==> config.mk <==
export PLATFORM = sky130hd
export DESIGN_NAME = id_ex_stage
export DESIGN_NICKNAME = d
export VERILOG_FILES = /design/src/rtl/id_ex_stage.sv
export SDC_FILE = /design/constraint.sdc
export NUM_CORES = 1
export LEC_CHECK = 0
export ABC_CLOCK_PERIOD_IN_PS = 2450
export CELL_PAD_IN_SITES_DETAIL_PLACEMENT = 0
export CELL_PAD_IN_SITES_GLOBAL_PLACEMENT = 1
export CORE_ASPECT_RATIO = 0.8
export CORE_MARGIN = 2
export CORE_UTILIZATION = 30
export CTS_CLUSTER_DIAMETER = 30
export DETAILED_ROUTE_END_ITERATION = 8
export PLACE_DENSITY_LB_ADDON = 0.1
export SLEW_MARGIN = 20
export SYNTH_ARGS = -nofsm -noshare
export SYNTH_HDL_FRONTEND = slang
export SYNTH_SLANG_ARGS = --single-unit
==> constraint.sdc <==
create_clock -name clk -period 2.45 [get_ports clk]
set_input_delay 0.6125 -clock clk [delete_from_list [all_inputs] [get_ports clk]]
set_output_delay 0.6125 -clock clk [all_outputs]
set_load 0.02 [all_outputs]
==> src/rtl/id_ex_stage.sv <==
// ID/EX pipeline register with load-use bubbling, multi-cycle FALU hold and flush squash.
// Latency 1 cycle; stall holds IF/ID while a FALU op occupies EX or a load-use bubble is inserted.
module id_ex_stage #(
  parameter int XLEN     = 32,
  parameter int FALU_LAT = 3
) (
  input  logic            clk,
  input  logic            rst_n,
  input  logic            id_valid,
  input  logic [XLEN-1:0] id_pc,
  input  logic [XLEN-1:0] id_rs1_data,
  input  logic [XLEN-1:0] id_rs2_data,
  input  logic [XLEN-1:0] id_imm,
  input  logic [4:0]      id_rs1,
  input  logic [4:0]      id_rs2,
  input  logic [4:0]      id_rd,
  input  logic [2:0]      id_funct3,
  input  logic [6:0]      id_funct7,
  input  logic [1:0]      id_ALUOp,
  input  logic            id_ALUSrc,
  input  logic            id_Branch,
  input  logic            id_MemWrite,
  input  logic            id_MemRead,
  input  logic            id_MemToReg,
  input  logic            id_RegWrite,
  input  logic            id_FALUEnable,
  input  logic            flush,
  output logic            stall,
  output logic            ex_valid,
  output logic [XLEN-1:0] ex_pc,
  output logic [XLEN-1:0] ex_rs1_data,
  output logic [XLEN-1:0] ex_rs2_data,
  output logic [XLEN-1:0] ex_imm,
  output logic [4:0]      ex_rs1,
  output logic [4:0]      ex_rs2,
  output logic [4:0]      ex_rd,
  output logic [2:0]      ex_funct3,
  output logic [6:0]      ex_funct7,
  output logic [1:0]      ex_ALUOp,
  output logic            ex_ALUSrc,
  output logic            ex_Branch,
  output logic            ex_MemWrite,
  output logic            ex_MemRead,
  output logic            ex_MemToReg,
  output logic            ex_RegWrite,
  output logic            ex_FALUEnable,
  output logic            ex_busy
);

  typedef struct packed {
    logic            valid;
    logic [XLEN-1:0] pc;
    logic [XLEN-1:0] rs1_data;
    logic [XLEN-1:0] rs2_data;
    logic [XLEN-1:0] imm;
    logic [4:0]      rs1;
    logic [4:0]      rs2;
    logic [4:0]      rd;
    logic [2:0]      funct3;
    logic [6:0]      funct7;
    logic [1:0]      alu_op;
    logic            alu_src;
    logic            branch;
    logic            mem_write;
    logic            mem_read;
    logic            mem_to_reg;
    logic            reg_write;
    logic            falu_en;
  } ex_t;

  localparam logic [3:0] HOLD_CNT = 4'(FALU_LAT - 1);

  ex_t        id_bundle;
  ex_t        ex_q;
  logic [3:0] cnt;
  logic       load_use;

  always_comb begin
    id_bundle            = '0;
    id_bundle.valid      = 1'b1;
    id_bundle.pc         = id_pc;
    id_bundle.rs1_data   = id_rs1_data;
    id_bundle.rs2_data   = id_rs2_data;
    id_bundle.imm        = id_imm;
    id_bundle.rs1        = id_rs1;
    id_bundle.rs2        = id_rs2;
    id_bundle.rd         = id_rd;
    id_bundle.funct3     = id_funct3;
    id_bundle.funct7     = id_funct7;
    id_bundle.alu_op     = id_ALUOp;
    id_bundle.alu_src    = id_ALUSrc;
    id_bundle.branch     = id_Branch;
    id_bundle.mem_write  = id_MemWrite;
    id_bundle.mem_read   = id_MemRead;
    id_bundle.mem_to_reg = id_MemToReg;
    id_bundle.reg_write  = id_RegWrite;
    id_bundle.falu_en    = id_FALUEnable;
  end

  // x0 is never a real producer, so it cannot create a load-use dependency.
  assign load_use = ex_q.valid & ex_q.mem_read & ex_q.reg_write & (ex_q.rd != 5'd0) &
                    id_valid & ((ex_q.rd == id_rs1) | (ex_q.rd == id_rs2));
  assign ex_busy  = (cnt != 4'd0);
  assign stall    = !flush & (ex_busy | load_use);

  always_ff @(posedge clk or negedge rst_n) begin
    if (!rst_n) begin
      ex_q <= '0;
      cnt  <= 4'd0;
    end else if (flush) begin
      ex_q <= '0;
      cnt  <= 4'd0;
    end else if (ex_busy) begin
      cnt  <= cnt - 4'd1;
    end else if (load_use || !id_valid) begin
      ex_q <= '0;
    end else begin
      ex_q <= id_bundle;
      cnt  <= id_FALUEnable ? HOLD_CNT : 4'd0;
    end
  end

  assign ex_valid      = ex_q.valid;
  assign ex_pc         = ex_q.pc;
  assign ex_rs1_data   = ex_q.rs1_data;
  assign ex_rs2_data   = ex_q.rs2_data;
  assign ex_imm        = ex_q.imm;
  assign ex_rs1        = ex_q.rs1;
  assign ex_rs2        = ex_q.rs2;
  assign ex_rd         = ex_q.rd;
  assign ex_funct3     = ex_q.funct3;
  assign ex_funct7     = ex_q.funct7;
  assign ex_ALUOp      = ex_q.alu_op;
  assign ex_ALUSrc     = ex_q.alu_src;
  assign ex_Branch     = ex_q.branch;
  assign ex_MemWrite   = ex_q.mem_write;
  assign ex_MemRead    = ex_q.mem_read;
  assign ex_MemToReg   = ex_q.mem_to_reg;
  assign ex_RegWrite   = ex_q.reg_write;
  assign ex_FALUEnable = ex_q.falu_en;

endmodule

### Yosys cells after proc, flatten, opt, wreduce, memory -nomap -nowiden

Index checks and enable logic that the tools add are counted.

* equality and inequality tests: 4
* $add $sub $neg: 1
* mux-type cells: 7
* bitwise logic cells: 8
* reduce and logical (&&, ||, !) cells: 5

Operators with widths (count)
* 163-bit 2-to-1 mux: 3
* 4-bit 2-to-1 mux: 3
* 5-bit equality test: 2
* 1-bit bitwise AND: 6
* 5-bit nonzero test: 1
* 4-bit nonzero test: 1
* 4-bit by 1-bit subtractor with 4-bit output (second input constant): 1
* 3-bit inequality test (second input constant): 1
* 1-bit zero test: 2
* 2-bit 2-to-1 mux: 1
* 2-bit inequality test (second input constant): 1
* 1-bit bitwise OR: 2
* 1-bit logical OR: 1

* output and inout port bits: 165
* register bits: 167
* logic and storage cells: 44

### Longest topological paths before layout

Gate-level depths: netlist of the first run.

* depth after elaboration: 9
* mapped depth: 9
* gate-level depth less buffers: 8

### Least setup slack after synthesis of the first run

OpenSTA, ideal clock, no wires.

* path type: input-to-output
* start: in id_rs1[4]
* end: out stall
* cell stages on the path: 5
* setup slack: 0.341 ns
* arrival time: 1.496 ns
* buffers on the path: 0
* path through: xnor2_1 -> nand3_1 -> o22ai_2 -> nand2_1 -> a21oi_1

* cells in the longest elaborated chain, start to end: 5

RTL lines
* start: declaration: RTL line 14 `input logic [4:0] id_rs1,`
* 5-bit equality test: RTL line 102 `id_valid & ((ex_q.rd == id_rs1) | (ex_q.rd == id_rs2));`
* 1-bit bitwise OR: RTL line 102
* 1-bit bitwise AND: RTL line 102
* 1-bit bitwise OR: RTL line 104 `assign stall = !flush & (ex_busy | load_use);`
* 1-bit bitwise AND: RTL line 104
* end: declaration: RTL line 28 `output logic stall,`

No other way between the ends.

### Worst setup path after layout of the first run

* start: in id_rs1[1]
* end: out stall

The elaborated chain is that of the path after synthesis.

==> metrics.txt, run 1 <==
fraction of layout cells with a size suffix above 1 10.5%; # IOs 331; Root Buffer clkbuf_16; Clock Skews 14.1 ps; slew margin rel. 61.3%; CP Class in -> out; final non-filler cell total 1036; Via density 4.79; wirelength, routed 19800 um; register area share after synthesis 67.9%; Final Setup Violations 0; routed via count 4958; CTS Buf Count 17; fin crit share 97.6%; first-pass GRT wire length 30700 um; worst path cell trace dlygate4sd2_1 > xnor2_2 > nand3_2 > o22ai_4 > nand2_2 > a21oi_2 > buf_6; FILL cells 1694; Pleak 4.68 nW; GRT overflow 0; r2r endpoint ex_rs2[1]; r2r startpoint ex_rd[0]; RSZ-0062 raised after global routing yes; Worst-Margin Slew 580 ps; multi-input combinational cell area 0.00182 mm2; syn_nets 584; Fmax 418 MHz; drt pass-1 iters 4; largest net degree at the start of global routing 93; critical path arrival 1780 ps; Buf/Inv on CP 2; gr usage total 18.3%; clk slew on worst S/H paths 70 ps; Post-Synthesis Cells 416; Final Net Count 928; DIE AREA 0.0217 mm2; CTS Hold Buffers Added 0; PwrDens 949 mW/mm2; reg2reg path depth 8; Die X 164 um; Worst VDD drop 0.624 mV; unique cell type count in the Yosys netlist 26; setup slack, reg-to-reg 200 ps; GPL Wtd Cong 0.780; TritonCTS clock tree yes; antenna diode count 0; Iter 0 DRT Violations 309; Slowest-stage cell, CP dlygate4sd2_1; outcome finished, final reports clean; sequential cell area 0.00418 mm2; initial antenna violation count 0; core footprint 0.0200 mm2; Detailed Place HPWL 13800 um; port bufs 330; post-route ant nets 0; Die Span Y 132 um; Mapped Area 0.00615 mm2; Rows 46; delay of the slowest cell on the worst path 270 ps; CP top delay family buffers and inverters; fin crit period 2390 ps; hold_ws 157 ps; Worst Hold Class in -> async; Max Buffers Root-to-Sink 2; Slew Viols, Final 0; syn avg cell area 14.8 um2; critical path fanouts, max 2; clk_lat worst skew 430 ps; Layout area overhead 72.1%; initial core utilization 30.8%; vias in the first global route 5354; DP Cell Count 995; Syn. warnings 0; Critical Path Source Type input pin; drc violations 0; Seq cells post-synth 167; final hold violations 0; WL/cell 19.1 um; Crit. End Element primary output; max cap viols 0; Critical Path RT 1840 ps; H-tree depth 4; # clock sinks 167
==> per-layer routing <==
metal | part of all wire (%) | track usage (%)
met5 | 0 | 0
met4 | 1.7 | 5.26
met3 | 8.7 | 6.83
met2 | 48 | 29.7
met1 | 42 | 22.8
==> final cells by class <==
| class | instances | area share (%) |
|---|---|---|
| sequential | 167 | 39.5 |
| timing repair buffer | 361 | 34.2 |
| multi-input combinational | 209 | 17.2 |
| clock buffer | 17 | 4.02 |
| tap | 264 | 3.12 |
| clock inverter | 14 | 1.82 |
| inverter | 4 | 0.142 |
==> per-stage QoR <==
stage,power [W],utilization (%),setup slack (ps),setup TNS (ps),cell area [um2]
after global placement,0.00721,49.3,-673,-28820,9850
after CTS,0.0101,52.6,0.564,0,10500
after floorplan,0.00542,-,341,0,6150
after detailed placement,0.00724,49.3,-688,-29280,9850
final,0.0101,53.0,58.1,0,10600
after global routing,0.0105,53.0,-16.8,-16.8,10600
==> cell usage after synthesis, drive strengths merged <==
cell type / n / area, um2
nand3: 3 / 15.0
a22o: 162 / 1420
nor2: 7 / 26.3
and3: 1 / 6.26
nand4: 1 / 6.26
buf: 22 / 163
a21oi: 3 / 15.0
or3b: 1 / 8.76
o21ai: 1 / 5.00
clkbuf: 14 / 53.8
a21o: 1 / 7.51
nand2: 3 / 11.3
inv: 4 / 15.0
xnor2: 12 / 105
nor3: 4 / 20.0
a211oi: 2 / 15.0
nor3b: 1 / 12.5
dfrtp: 167 / 4180
o41ai: 1 / 8.76
a32oi: 1 / 8.76
ha: 2 / 25.0
nand2b: 2 / 12.5
o22ai: 1 / 12.5
==> logic make-up after synthesis <==
logic type	share of synthesized area [%]
compound gates	24.2
flops	67.9
buf+inv	3.76
simple gates	1.93
xor+xnor	1.71
fa+ha+maj	0.407
==> cell usage in the layout, fill, tap and decap left out, drive strengths merged, types with 4 or more instances in the layout <==
cell	n
a22o	162
buf	33
clkbuf	18
clkdlybuf4s50	317
clkinv	5
dfrtp	167
dlygate4sd2	9
inv	10
nor2	7
nor3	4
xnor2	12
==> worst max path at each step <==
stage                     cells after the start  startpoint       to
after floorplan                               5   id_rs1[4]    stall
after global placement                        7   id_rs1[4]    stall
after detailed placement                      7   id_rs1[0]    stall
after CTS                                     6      cnt[0]  ex_busy
after global routing                          7   id_rs1[1]    stall
final                                         7   id_rs1[1]    stall
==> timing repair <==
item	CTS	global route
resized for setup	19	14
hold endpoints to repair	0	0
setup endpoints to repair	2	2
pin swaps	5	9
setup buffers	7	3
==> power breakdown <==
| group | switching (W) | internal (W) | total [W] |
|---|---|---|---|
| Combinational | 0.00188 | 0.00175 | 0.00362 |
| Sequential | 0.000323 | 0.00326 | 0.00358 |
| Clock | 0.00120 | 0.00164 | 0.00284 |
| Total | 0.00341 | 0.00665 | 0.0101 |
==> state kept, by name, indices dropped and copies added, names as in the netlist, 2 cells and up <==
register	flops
ex_ALUOp	2
cnt	4
ex_rs1_data	32
ex_rs1	5
ex_rs2	5
ex_rs2_data	32
ex_funct7	7
ex_funct3	3
ex_rd	5
ex_imm	32
ex_pc	32
Note: power is estimated with default switching activity, not from simulation.
==> run 2: changes to the inputs <==
--- a/config.mk
+++ b/config.mk
@@ -5,12 +5,12 @@
 export SDC_FILE = /design/constraint.sdc
 export NUM_CORES = 1
 export LEC_CHECK = 0
-export ABC_CLOCK_PERIOD_IN_PS = 2450
+export ABC_CLOCK_PERIOD_IN_PS = 2160
 export CELL_PAD_IN_SITES_DETAIL_PLACEMENT = 0
 export CELL_PAD_IN_SITES_GLOBAL_PLACEMENT = 1
 export CORE_ASPECT_RATIO = 0.8
 export CORE_MARGIN = 2
-export CORE_UTILIZATION = 30
+export CORE_UTILIZATION = 27
 export CTS_CLUSTER_DIAMETER = 30
 export DETAILED_ROUTE_END_ITERATION = 8
 export PLACE_DENSITY_LB_ADDON = 0.1
==> constraint.sdc (replaced) <==
create_clock -name clk -period 2.16 [get_ports clk]
set_input_delay 0.54 -clock clk [delete_from_list [all_inputs] [get_ports clk]]
set_output_delay 0.54 -clock clk [all_outputs]
set_load 0.02 [all_outputs]
==> run 2 against run 1 <==
The flow now finishes with violations (negative setup slack). Critical path type is now reg -> out. Critical path depth is 1 lower. Register-to-register slack worse by 30 ps. Sequential power is 13% higher.
==> metrics.txt, run 2 (synthesis gave the netlist of run 1 again) <==
outcome finished with violations; violated checks negative setup slack; Clock Skews 12.5 ps; vias in the first global route 5288; post-route ant nets 0; fin crit period 2310 ps; met3 wire len 1350 um; H-tree depth 4; Final Net Count 938; Worst VDD drop 0.529 mV; first-pass GRT wire length 31500 um; TritonCTS clock tree yes; CTS Hold Buffers Added 0; PnR worst setup slack -152 ps; met2 wire length 9480 um; Worst-Margin Slew 451 ps; drc violations 0; Via density 4.61; fin crit share 107%; gr usage total 16.7%; r2r endpoint ex_rs2_data[5]; Final Setup Violations 1; Rows 49; top sig layer met4; hold_ws 31.6 ps; Slowest-stage cell, CP dfrtp_1; slew margin rel. 69.9%; WL/cell 18.4 um; Setup WS pre-CTS -825 ps; critical path fanouts, max 3; largest net degree at the start of global routing 67; clk_lat worst skew 420 ps; routed via count 5015; Layout area overhead 73.2%; Tot Pwr 0.0112 W; fraction of layout cells with a size suffix above 1 11.0%; met1 WL 8870 um; Iter 0 DRT Violations 242; Die Span Y 139 um; FILL cells 2043; CP top delay family flip-flops; GRT overflow 0; initial core utilization 27.4%; Die X 173 um; Detailed Place HPWL 14400 um; Fmax 433 MHz; most frequent cells in the layout clkdlybuf4s50_1 (312), dfrtp_1 (165), a22o_1 (162); Slew Viols, Final 0; setup slack, reg-to-reg 170 ps; reg2reg path depth 9; GPL Wtd Cong 0.786; wirelength, routed 20100 um; worst path cell trace xnor2_1 > nand3_2 > o22ai_4 > nand2_2 > a21oi_2 > buf_6; initial antenna violation count 1; core footprint 0.0224 mm2; Max Buffers Root-to-Sink 2; port bufs 330; Buf/Inv on CP 1; # clock sinks 167; Critical Path RT 1620 ps; final hold violations 0; r2r startpoint ex_rd[0]; RSZ-0062 raised after global routing yes; Worst Hold Class in -> async; Pleak 4.74 nW; # IOs 331; max cap viols 0; Crit. End Element primary output; Critical Path Source Type register; Root Buffer clkbuf_16; CTS Buf Count 17; CP Class reg -> out; leading cell type in the layout, fill and taps excluded clkdlybuf4s50_1; clk slew on worst S/H paths 70 ps; PwrDens 1050 mW/mm2; Setup TNS Final -152 ps; delay of the slowest cell on the worst path 430 ps; critical path arrival 1770 ps; drt pass-1 iters 4; DIE AREA 0.0240 mm2
run 2: cell types whose count changed in the layout (fill, tap and decap cells not counted), sizes merged:
cell	delta
clkinv	-1
buf	+11
dlygate4sd2	+3
clkdlybuf4s15	-1
clkdlybuf4s50	-5
dlymetal6s2s	+3
clkinvlp	+3
diode	+1
bufinv	-3
run 2: how the worst max path moves through the flow:
stage                          from    end  slack, ps  cells after the start
after floorplan            ex_rd[4]  stall        190                      5
after global placement    id_rs1[0]  stall       -860                      7
after detailed placement  id_rs1[0]  stall       -830                      7
after CTS                  ex_rd[1]  stall       -210                      6
after global routing       ex_rd[1]  stall       -260                      6
final                      ex_rd[0]  stall       -150                      6
run 2: through the flow:
stage                     instances  area (um2)  utilization [%]
after floorplan                 416        6150                -
after global placement         1056       10100             44.9
after detailed placement       1056       10100             44.9
after CTS                      1088       10600             47.3
after global routing           1089       10700             47.5
final                          1089       10700             47.5
run 2: where the power goes:
part / total (W) / internal (W) / switching, W
combinational: 0.00428 / 0.00212 / 0.00216
sequential: 0.00405 / 0.00370 / 0.000348
clock: 0.00287 / 0.00151 / 0.00136
total: 0.0112 / 0.00732 / 0.00387
run 2: final cells by class:
type | instances | area (um2) | area share, %
clock inverters | 13 | 119 | 1.12
clock buffers | 18 | 429 | 4.03
flip-flops and latches | 167 | 4180 | 39.3
repair buffers | 371 | 3730 | 35.0
well taps | 306 | 383 | 3.59
inverters | 4 | 15.0 | 0.141
diodes | 1 | 2.50 | 0.0235
multi-input cells | 209 | 1790 | 16.8
run 2: worst reg2reg max path, delay by kind of cell (launching register included):
kind / cells / cell delay (ps)
AO/OA/AOI/OAI: 3 / 570
AND/OR/NAND/NOR: 1 / 120
flip-flops: 1 / 430
buffers and inverters: 4 / 590
XOR/XNOR: 1 / 180
run 2: timing repair:
| action | CTS | global route |
|---|---|---|
| setup endpoints to repair | 5 | 4 |
| resized for setup | 23 | 12 |
| endpoints found under the hold margin | 0 | 0 |
| pin swaps | 8 | 4 |
| setup buffers | 1 | 0 |
run 2: layer usage:
metal	vias to the layer above	global-route usage, %
met5	-	0
met3	25	5.46
met2	196	26.6
li1	2293	-
met4	0	5.49
met1	2501	21.4
